==> config.mk <==
export PLATFORM = sky130hd
export DESIGN_NAME = mult_shift_add
export DESIGN_NICKNAME = d
export VERILOG_FILES = /design/src/rtl/mult_shift_add.sv
export SDC_FILE = /design/constraint.sdc
export NUM_CORES = 1
export LEC_CHECK = 0
export ABC_AREA = 1
export ABC_CLOCK_PERIOD_IN_PS = 3800
export BUFFER_PORTS_ARGS = -buffer_cell sky130_fd_sc_hd__buf_2
export CORE_ASPECT_RATIO = 1.1
export CORE_MARGIN = 1.5
export CORE_UTILIZATION = 65
export CTS_BUF_LIST = sky130_fd_sc_hd__clkbuf_2
export CTS_CLUSTER_DIAMETER = 60
export DETAILED_ROUTE_END_ITERATION = 10
export PLACE_DENSITY = 0.8
export SLEW_MARGIN = 20
export SYNTH_ARGS = -nofsm -noshare
export SYNTH_HDL_FRONTEND = slang
export SYNTH_SLANG_ARGS = --single-unit
==> constraint.sdc <==
create_clock -name clock -period 3.8 [get_ports clock]
set_clock_uncertainty 0.15 [all_clocks]
set_input_delay 0.57 -clock clock [delete_from_list [all_inputs] [get_ports clock]]
set_output_delay 0.57 -clock clock [all_outputs]
set_load 0.05 [all_outputs]
==> src/rtl/mult_shift_add.sv <==
`default_nettype none
// ============================================================================
// Module   : mult_shift_add (with helpers mux_2_1, shift_left_1)
// Purpose  : Iterative signed WIDTH x WIDTH shift-and-add multiplier for the
//            ALU multiply path. One multiplier bit is retired per clock.
//            The operand magnitudes are multiplied unsigned. The sign is
//            applied at the end. The low WIDTH bits are returned together
//            with a signed-overflow flag.
// Ports    : clock          - rising-edge clock
//            reset          - asynchronous active-low reset
//            ctrl_mult      - start strobe; operands are captured on that edge
//            data_operandA  - multiplicand, two's complement
//            data_operandB  - multiplier, two's complement
//            data_result    - low WIDTH bits of the signed product
//            data_exception - product not representable in WIDTH bits
//            data_resultRDY - one-cycle result-valid pulse
//            busy           - high while iterating
// Revision : 1.0 - initial release
// ============================================================================

// ----------------------------------------------------------------------------
// mux_2_1 : single-bit 2:1 multiplexer (sel=1 selects d1)
// ----------------------------------------------------------------------------
module mux_2_1 (
  input  logic d0,
  input  logic d1,
  input  logic sel,
  output logic y
);
  assign y = sel ? d1 : d0;
endmodule

// ----------------------------------------------------------------------------
// shift_left_1 : one-bit logical left shift built from 2:1 muxes.
//   en=1 -> dout = {din[WIDTH-2:0], 1'b0}; en=0 -> dout = din
// ----------------------------------------------------------------------------
module shift_left_1 #(
  parameter int WIDTH = 64
) (
  input  logic [WIDTH-1:0] din,
  input  logic             en,
  output logic [WIDTH-1:0] dout
);
  genvar i;
  generate
    for (i = 0; i < WIDTH; i++) begin : g_bit
      if (i == 0) begin : g_lsb
        // Zero fill into bit 0
        mux_2_1 u_mux (
          .d0  (din[0]),
          .d1  (1'b0),
          .sel (en),
          .y   (dout[0])
        );
      end else begin : g_upper
        mux_2_1 u_mux (
          .d0  (din[i]),
          .d1  (din[i-1]),
          .sel (en),
          .y   (dout[i])
        );
      end
    end
  endgenerate
endmodule

// ----------------------------------------------------------------------------
// mult_shift_add : top level
// ----------------------------------------------------------------------------
module mult_shift_add #(
  parameter int WIDTH = 32,
  parameter int CNT_W = 6
) (
  input  logic             clock,
  input  logic             reset,
  input  logic             ctrl_mult,
  input  logic [WIDTH-1:0] data_operandA,
  input  logic [WIDTH-1:0] data_operandB,
  output logic [WIDTH-1:0] data_result,
  output logic             data_exception,
  output logic             data_resultRDY,
  output logic             busy
);

  localparam logic [1:0] IDLE = 2'd0;
  localparam logic [1:0] RUN  = 2'd1;
  localparam logic [1:0] DONE = 2'd2;

  // Counter value during the final iteration
  localparam logic [CNT_W-1:0] LAST_ITER = CNT_W'(WIDTH - 1);

  // --------------------------------------------------------------------------
  // State
  // --------------------------------------------------------------------------
  logic [1:0]         state;
  logic [CNT_W-1:0]   counter;
  logic [2*WIDTH-1:0] mcand;
  logic [WIDTH-1:0]   mplier;
  logic [2*WIDTH-1:0] acc;
  logic               neg;

  // --------------------------------------------------------------------------
  // Combinational datapath
  // --------------------------------------------------------------------------
  logic [WIDTH-1:0]   abs_a;
  logic [WIDTH-1:0]   abs_b;
  logic [2*WIDTH-1:0] acc_next;
  logic [2*WIDTH-1:0] prod;
  logic [2*WIDTH-1:0] mcand_shifted;
  logic [WIDTH:0]     prod_top;
  logic               exc_next;
  logic               last_iter;
  logic               shift_en;

  // Magnitudes. The most negative value negates to itself. Read as unsigned,
  // that result is the correct magnitude.
  always_comb begin
    abs_a = data_operandA;
    abs_b = data_operandB;
    if (data_operandA[WIDTH-1]) abs_a = -data_operandA;
    if (data_operandB[WIDTH-1]) abs_b = -data_operandB;
  end

  // The accumulator value after the current iteration. The finishing edge
  // must see the final add, so the sign is applied to acc_next, not to acc.
  always_comb begin
    acc_next = acc;
    if (mplier[0]) acc_next = acc + mcand;
  end

  always_comb begin
    prod = acc_next;
    if (neg) prod = -acc_next;
  end

  // The product fits in WIDTH signed bits only when bits [2W-1:W-1] are all
  // copies of the sign bit.
  assign prod_top  = prod[2*WIDTH-1:WIDTH-1];
  assign exc_next  = ~((&prod_top) | ~(|prod_top));
  assign last_iter = (counter == LAST_ITER);
  assign shift_en  = (state == RUN);

  shift_left_1 #(
    .WIDTH (2*WIDTH)
  ) u_shl (
    .din  (mcand),
    .en   (shift_en),
    .dout (mcand_shifted)
  );

  // --------------------------------------------------------------------------
  // Sequential control and datapath
  // --------------------------------------------------------------------------
  always_ff @(posedge clock or negedge reset) begin
    if (!reset) begin
      state          <= IDLE;
      counter        <= '0;
      mcand          <= '0;
      mplier         <= '0;
      acc            <= '0;
      neg            <= 1'b0;
      data_result    <= '0;
      data_exception <= 1'b0;
      data_resultRDY <= 1'b0;
      busy           <= 1'b0;
    end else begin
      data_resultRDY <= 1'b0;
      if (ctrl_mult) begin
        // A start takes priority in every state. During RUN it aborts the
        // operation in flight, even on the edge that would have finished it.
        state   <= RUN;
        counter <= '0;
        mcand   <= {{WIDTH{1'b0}}, abs_a};
        mplier  <= abs_b;
        acc     <= '0;
        neg     <= data_operandA[WIDTH-1] ^ data_operandB[WIDTH-1];
        busy    <= 1'b1;
      end else begin
        case (state)
          RUN: begin
            acc     <= acc_next;
            mcand   <= mcand_shifted;
            mplier  <= mplier >> 1;
            counter <= counter + 1'b1;
            if (last_iter) begin
              state          <= DONE;
              data_result    <= prod[WIDTH-1:0];
              data_exception <= exc_next;
              data_resultRDY <= 1'b1;
              busy           <= 1'b0;
            end
          end
          DONE:    state <= IDLE;
          IDLE:    state <= IDLE;
          default: state <= IDLE;
        endcase
      end
    end
  end

endmodule
`default_nettype wire

==> results of run 1 <==
repair_timing:
item                       in CTS
pin swaps                      21
hold buffers                   92
gates cloned                    1
hold endpoints to repair      146
gates resized for setup        61
setup endpoints to repair       2
setup buffers                  11
kinds of logic after synthesis:
| family | count (synthesis) | share of synthesized area [%] |
|---|---|---|
| flip-flops | 204 | 27.0 |
| adder cells (fa/ha/maj) | 68 | 4.53 |
| buffers and inverters | 672 | 13.5 |
| AND/OR/NAND/NOR | 1868 | 41.0 |
| XOR/XNOR | 55 | 2.54 |
| AO/OA/AOI/OAI | 359 | 11.5 |
metal layers:
metal	track usage [%]	GRT overflow
met5	25.8	0
met4	78.5	42
met3	57.1	0
met2	93.8	56
met1	76.6	1
stage by stage:
step	instances	worst slack (ns)	hold slack, ns
3_5_place_dp	3958	-0.453	0.312
3_3_place_gp	3958	-0.240	0.302
2_1_floorplan	3226	0.282	0.124
4_1_cts	4155	-0.207	0.00881
==> results.ini, run 1 <==
[run_status]
status = aborted with a tool error
stop_stage = global routing (5_1_grt)
error_line = [ERROR GRT-0116] Global routing finished with congestion. Check the congestion regions in the DRC Viewer.

[logic_synthesis]
ys_seq_elements = 204
synth_top_area_share_pct = 27.0
syn_nets = 3361
syn_area_per_cell_um2 = 5.87
syn_inst = 3226
synth_common_cells = nand2_1, inv_1, nor2_1
yosys-top-cells-area = dfrtp_1, nand2_1, inv_1
synth_most_common_cell = nand2_1
synth_area_um2 = 18900
yosys.area.top_type = dfrtp_1
ys_warn_count = 0
synth_ff_type = dfrtp_1
synth_edf_count = 0
yosysSeqAreaShare_pct = 27.0
async_reset_ff_share_pct = 100
synth_cell_type_count = 50

[clock_network]
cts_buffers = 56
cts-root-buf = clkbuf_2
clk_path_buf_depth = 3
cts.htree.levels = 2
cts_sinks = 204

[floorplanning]
io_pins = 102
die_w_um = 166
initial_core_util_pct = 65.9
rows = 65
fp.dieH_um = 182

[placed_design]
dp_hpwl_mm = 54.9
place_area_um2 = 22300
port_buffers = 101
globalplace.congestion = 1.12

[global_routing]
grt_first_pass_wirelength_mm = 176
grt_pass1_vias = 29500
grt_max_degree = 85
grt.total_usage_pct = 76.0
grt_overflow = 99

==> inputs of run 2 (changes only) <==
- CORE_ASPECT_RATIO: 1.1 -> unset
- CORE_UTILIZATION: 65 -> 40
- CTS_BUF_LIST: sky130_fd_sc_hd__clkbuf_2 -> unset
- CTS_CLUSTER_DIAMETER: 60 -> unset
- PLACE_DENSITY: 0.8 -> unset
- PLACE_DENSITY_LB_ADDON: unset -> 0.15
==> results.ini, run 2 <==
[run_status]
status = finished, violations left
violations = setup timing

[layout]
multi_input_area_um2 = 12700
ff_latch_area_um2 = 5120
finalNonFillerCells = 4397
layout_common_cells = nand2_1, inv_1, buf_4
layout_commonest_cell = nand2_1
antenna_cells = 0
finalNetCount = 3903
drive_gt1_share_pct = 27.1
num-fill-cells = 4664
area_delta_synth_final_pct = 38.5
reg_top3 = acc (64), mcand (64)

[global_routing]
grt_max_degree = 104
grt_overflow = 0
grt_first_pass_wirelength_mm = 120
grt.total_usage_pct = 32.1
antenna_found_initial = 0
grt_pass1_vias = 21700

[clock_network]
clk_pin_slew_worst_paths_ns = 0.06
clock_latency_ns = 0.60
cts_tree = done
cts_buffers = 28  ; -50%
cts.htree.levels = 1  ; -1
cts_sinks = 204  ; unchanged
cts-root-buf = clkbuf_16
clk_path_buf_depth = 3  ; unchanged

[placed_design]
preCtsSetupSlack_ns = -0.455  ; -0.00231 ns
dpl.cell_count = 4298  ; +8.6%
globalplace.congestion = 1.04  ; -7.5%
dp_hpwl_mm = 61.7  ; +12%
port_buffers = 101  ; unchanged

[sta]
slew_headroom_pct = 36.2
slew_viol_final = 0
setup_violations = 5
rsz0062_at_grt = yes
fmax_mhz = 250
fin_crit_ns = 4.01
hold_viol = 0
fin_crit_sh_pct = 105
tightest_slew_ns = 0.958
worst_slack_ns = -0.208

[logic_synthesis]
synth_most_common_cell = nand2_1
synth_common_cells = nand2_1, inv_1, nor2_1
yosys.area_share.simple_pct = 41.0  ; unchanged
async_reset_ff_share_pct = 100  ; unchanged
syn_inst = 3226  ; unchanged
synth_top_area_share_pct = 27.0  ; unchanged
syn_nets = 3361  ; unchanged
synth_edf_count = 0  ; unchanged
yosysSeqAreaShare_pct = 27.0  ; unchanged
ys_warn_count = 0  ; unchanged
synth_fa_ha_area_share_pct = 4.53  ; unchanged
synth_ff_type = dfrtp_1
synth_compound_area_share_pct = 11.5  ; unchanged
muxShareOfSynthArea_pct = 0  ; unchanged
yosys-top-cells-area = dfrtp_1, nand2_1, inv_1
ys_seq_elements = 204  ; unchanged
synth_cell_type_count = 50  ; unchanged
yosys.area.top_type = dfrtp_1
synth_area_um2 = 18900  ; unchanged
synth_top_family_by_area = simple AND/OR/NAND/NOR gates
syn_area_per_cell_um2 = 5.87  ; unchanged
synth-xor-area-share_pct = 2.54  ; unchanged

[detailed_routing]
first_pass_iters = 5
wl_per_cell_um = 17.9
antenna_left = 0
routed_wl_mm = 78.8
vias = 22600
vias_per_cell = 5.13
drt_iter0_markers = 1679
drc = 0

[power_and_ir_drop]
power_leakage_nw = 14.1
powerDensity_nw_per_um2 = 374
ir_worst_vdd_mv = 0.380

[worst_setup_path]
worstPathMaxFanout = 4
cpMostUsedCell = nand2_1
cp-end-kind = flip-flop
arrival_ns = 4.35
required_ns = 4.14
slowest_delay_ns = 0.45
critPathKind = reg2reg
slowest_stage = dfrtp_1
crit_path_start_kind = flip-flop
critPathBufInv = 6
cp_top_family = simple AND/OR/NAND/NOR gates

[floorplanning]
core_area_um2 = 46700
dieArea_um2 = 48600
rows = 79  ; +22%
initial_core_util_pct = 40.6  ; -25 points
io_pins = 102  ; unchanged
die_w_um = 221  ; +33%
fp.dieH_um = 221  ; +21%

[job]
drv_cap = 0

[hold_path]
hp-class = in2reg

run 2: cell counts after synthesis:
No cell type changed its count.
run 2: repair_timing:
item,CTS,global route
endpoints found under the setup margin,1,5
setup buffers,28,19
resized for setup,132,225
pin swaps,32,81
gates cloned,0,0
hold buffers,1,0
endpoints found under the hold margin,82,0
run 2: cells by family (layout without fill, tap and decap cells):
logic type,Yosys count,in the layout
and+or+nand+nor,1868,1868
adders and majority gates,68,68
DFF,204,204
buffers and inverters,672,1236
AOI/OAI and AO/OA,359,359
xor gates and xnor gates,55,55
run 2: area by class of cell:
| cell class | instances | area share, % |
|---|---|---|
| sequential | 204 | 19.5 |
| tap | 607 | 2.90 |
| clock inverter | 9 | 0.783 |
| timing repair buffer | 599 | 16.7 |
| multi-input combinational | 2350 | 48.4 |
| inverter | 585 | 8.40 |
| clock buffer | 43 | 3.27 |
run 2: stage by stage:
stage                     util, %  total power [mW]  hold slack, ns  instance area [um^2]  setup TNS, ns
after global placement       50.1              6.19           0.296                 23400         -0.583
final                        56.2              9.80           0.123                 26200         -0.613
after global routing         56.2              10.3           0.124                 26200          -1.63
after CTS                    53.9              9.47           0.103                 25100         -0.157
after floorplan                 -              4.40           0.124                 18900              0
after detailed placement     50.1              6.22           0.308                 23400         -0.455
run 2: worst paths after layout:
check                                        endpoint  slack (ns)  cells past startpoint                   start
max                        data_exception$_DFFE_PN0P_       -0.21                     31   mcand[19]$_DFFE_PN0N_
min                             mcand[30]$_DFFE_PN0N_        0.12                      3       data_operandA[30]
min reg2reg                    counter[5]$_DFFE_PN0N_        0.32                      1  counter[5]$_DFFE_PN0N_
max in group asynchronous          acc[0]$_DFFE_PN0N_        2.14                      3                   reset
max reg2reg                data_exception$_DFFE_PN0P_       -0.21                     31   mcand[19]$_DFFE_PN0N_
min in group asynchronous       mcand[42]$_DFFE_PN0N_        0.46                      2                   reset
run 2: power by group:
| part | leakage [nW] | switching, mW | internal [mW] | total (mW) |
|---|---|---|---|---|
| Clock | 0.513 | 1.13 | 1.89 | 3.03 |
| Combinational | 10.9 | 2.47 | 1.78 | 4.25 |
| Sequential | 2.65 | 0.186 | 2.33 | 2.52 |
run 2: worst register-to-register path, delay by kind of cell, from the launching register on:
family	cells	cell delay, ns
simple gates	23	2.15
buf+inv	6	0.66
flops	1	0.45
fa+ha+maj	1	0.27
compound gates	1	0.21
run 2: metal layers:
metal	GRT usage, %	share of wire, %
met2	53.7	46
met4	16.5	5.9
met1	40.5	42
met3	4.29	6.3
met5	0	0
Power figures use the tool's default switching activity.
==> inputs of run 3 (changes only) <==
- BUFFER_PORTS_ARGS: -buffer_cell sky130_fd_sc_hd__buf_2 -> -buffer_cell sky130_fd_sc_hd__buf_4
==> results.ini, run 3 (same netlist as run 2, synthesis figures left out) <==
[run_status]
status = finished, violations left
violations = setup timing

[clock_network]
clock_latency_ns = 0.58  ; -0.02 ns
cts_buffers = 27  ; -3.6%
cts_sinks = 204  ; unchanged
cts.htree.levels = 1  ; unchanged
cts_tree = done
clk_pin_slew_worst_paths_ns = 0.06  ; about the same
cts-root-buf = clkbuf_16
clk_path_buf_depth = 3  ; unchanged

[worst_setup_path]
critPathKind = reg2reg
worstPathMaxFanout = 5  ; +1
arrival_ns = 4.31  ; -0.04 ns
slowest_delay_ns = 0.43  ; -0.02 ns
required_ns = 4.12  ; -0.02 ns
critPathBufInv = 3  ; -3
cp_top_family = simple AND/OR/NAND/NOR gates
slowest_stage = fa_2
cpMostUsedCell = nand2_1
cp-end-kind = flip-flop
crit_path_start_kind = flip-flop

[global_routing]
grt.total_usage_pct = 33.6  ; +1.5 points
grt_pass1_vias = 22000  ; +1.5%
grt_first_pass_wirelength_mm = 125  ; +3.9%
grt_max_degree = 79  ; -24%
antenna_found_initial = 1  ; +1
grt_overflow = 0  ; unchanged

[floorplanning]
io_pins = 102  ; unchanged
die_w_um = 221  ; unchanged
dieArea_um2 = 48600  ; unchanged
rows = 79  ; unchanged
initial_core_util_pct = 40.6  ; unchanged
fp.dieH_um = 221  ; unchanged
core_area_um2 = 46700  ; unchanged

[layout]
finalNetCount = 3892  ; -0.28%
fin_util_pct = 56.1  ; -0.14 points
drive_gt1_share_pct = 26.1  ; -0.97 points
reg_top3 = acc (64), mcand (64)
area_delta_synth_final_pct = 38.1
layout_common_cells = nand2_1, buf_4, inv_1
finalNonFillerCells = 4386  ; -0.25%
layout_commonest_cell = nand2_1

[detailed_routing]
wl_per_cell_um = 18.7  ; +4.3%
drc = 0  ; unchanged
drt_iter0_markers = 1682  ; +0.18%
vias = 22700  ; +0.54%
antenna_left = 0  ; unchanged
vias_per_cell = 5.17  ; +0.79%
first_pass_iters = 7  ; +2
routed_wl_mm = 81.9  ; +4.0%

[sta]
rsz0062_at_grt = yes
setup_violations = 1  ; -4
tightest_slew_ns = 0.861  ; -0.0962 ns
worst_slack_ns = -0.192  ; +0.0155 ns
hold_viol = 0  ; unchanged
fmax_mhz = 250  ; +0.39%
fin_crit_sh_pct = 105  ; -0.41 points
fin_crit_ns = 3.99  ; -0.0155 ns
slew_headroom_pct = 42.6  ; +6.4 points
slew_viol_final = 0  ; unchanged

[power_and_ir_drop]
ir_worst_vdd_mv = 0.393  ; +3.4%
powerDensity_nw_per_um2 = 361  ; -3.5%
power_leakage_nw = 14.0  ; -0.50%

[placed_design]
globalplace.congestion = 1.00  ; -3.0%
dp_hpwl_mm = 64.6  ; +4.8%
port_buffers = 101  ; unchanged
dpl.cell_count = 4306  ; +0.19%

[hold_path]
hp-class = in2reg

[job]
drv_cap = 0  ; unchanged

[run 3: cell count changes in the layout (fill, tap and decap cells not counted), moves of 5 or more]
cell	before	now
nand2_1	1110	1127
clkinv_2	0	5
nand3_1	221	226
buf_4	486	577
nand2_2	116	101
nand3_2	26	19
buf_2	100	0
[run 3: path summary, 6_finish.rpt]
path,cells past startpoint,to,start,slack [ns]
max reg2reg,30,data_exception$_DFFE_PN0P_,acc[0]$_DFFE_PN0N_,-0.19
min,3,mcand[30]$_DFFE_PN0N_,data_operandA[30],0.16
min in group asynchronous,2,mcand[42]$_DFFE_PN0N_,reset,0.41
min reg2reg,1,counter[5]$_DFFE_PN0N_,counter[5]$_DFFE_PN0N_,0.32
max,30,data_exception$_DFFE_PN0P_,acc[0]$_DFFE_PN0N_,-0.19
max in group asynchronous,3,mcand[26]$_DFFE_PN0N_,reset,2.11
[run 3: power breakdown]
part | internal, mW | leakage, nW | total, mW | switching [mW]
clock | 1.59 | 0.460 | 2.70 | 1.11
sequential | 2.33 | 2.65 | 2.53 | 0.199
combinational | 1.75 | 10.9 | 4.20 | 2.45
[run 3: cell type report]
type | count | area [um^2]
Fill cell | 4705 | 20500
Multi-Input combinational cell | 2351 | 12600
Sequential cell | 204 | 5120
Timing Repair Buffer | 588 | 4520
Inverter | 585 | 2200
Clock buffer | 36 | 779
Tap cell | 607 | 759
Clock inverter | 14 | 159
Antenna cell | 1 | 2.50
[run 3: timing repair]
action	CTS	global route
hold endpoints to repair	59	0
buffers inserted	18	9
pin swaps	41	51
resized for setup	176	140
gates cloned	1	0
hold buffers	1	0
setup endpoints to repair	1	3
[run 3: tightest hold or removal path: cells and delay by family]
family | cells | cell delay [ns]
AOI/OAI and AO/OA | 2 | 0.18
buffers and inverters | 1 | 0.09
[run 3: layer usage]
metal / wire [um] / GRT usage [%]
met1: 34300 / 42.3
met2: 37200 / 56.1
met3: 5020 / 3.96
met4: 5440 / 18.4
met5: 0 / 0
[run 3: through the flow]
| step | total power [mW] | hold slack [ns] | setup WS (ns) | area [um^2] | setup TNS (ns) |
|---|---|---|---|---|---|
| floorplan | 4.40 | 0.124 | 0.282 | 18900 | 0 |
| global placement | 6.22 | 0.303 | -0.776 | 23700 | -0.776 |
| detailed placement | 6.23 | 0.308 | -0.594 | 23700 | -0.594 |
| CTS | 9.22 | 0.130 | -0.110 | 25500 | -0.110 |
| global route | 9.92 | 0.150 | -0.430 | 26100 | -0.430 |
| finish | 9.43 | 0.157 | -0.192 | 26200 | -0.192 |
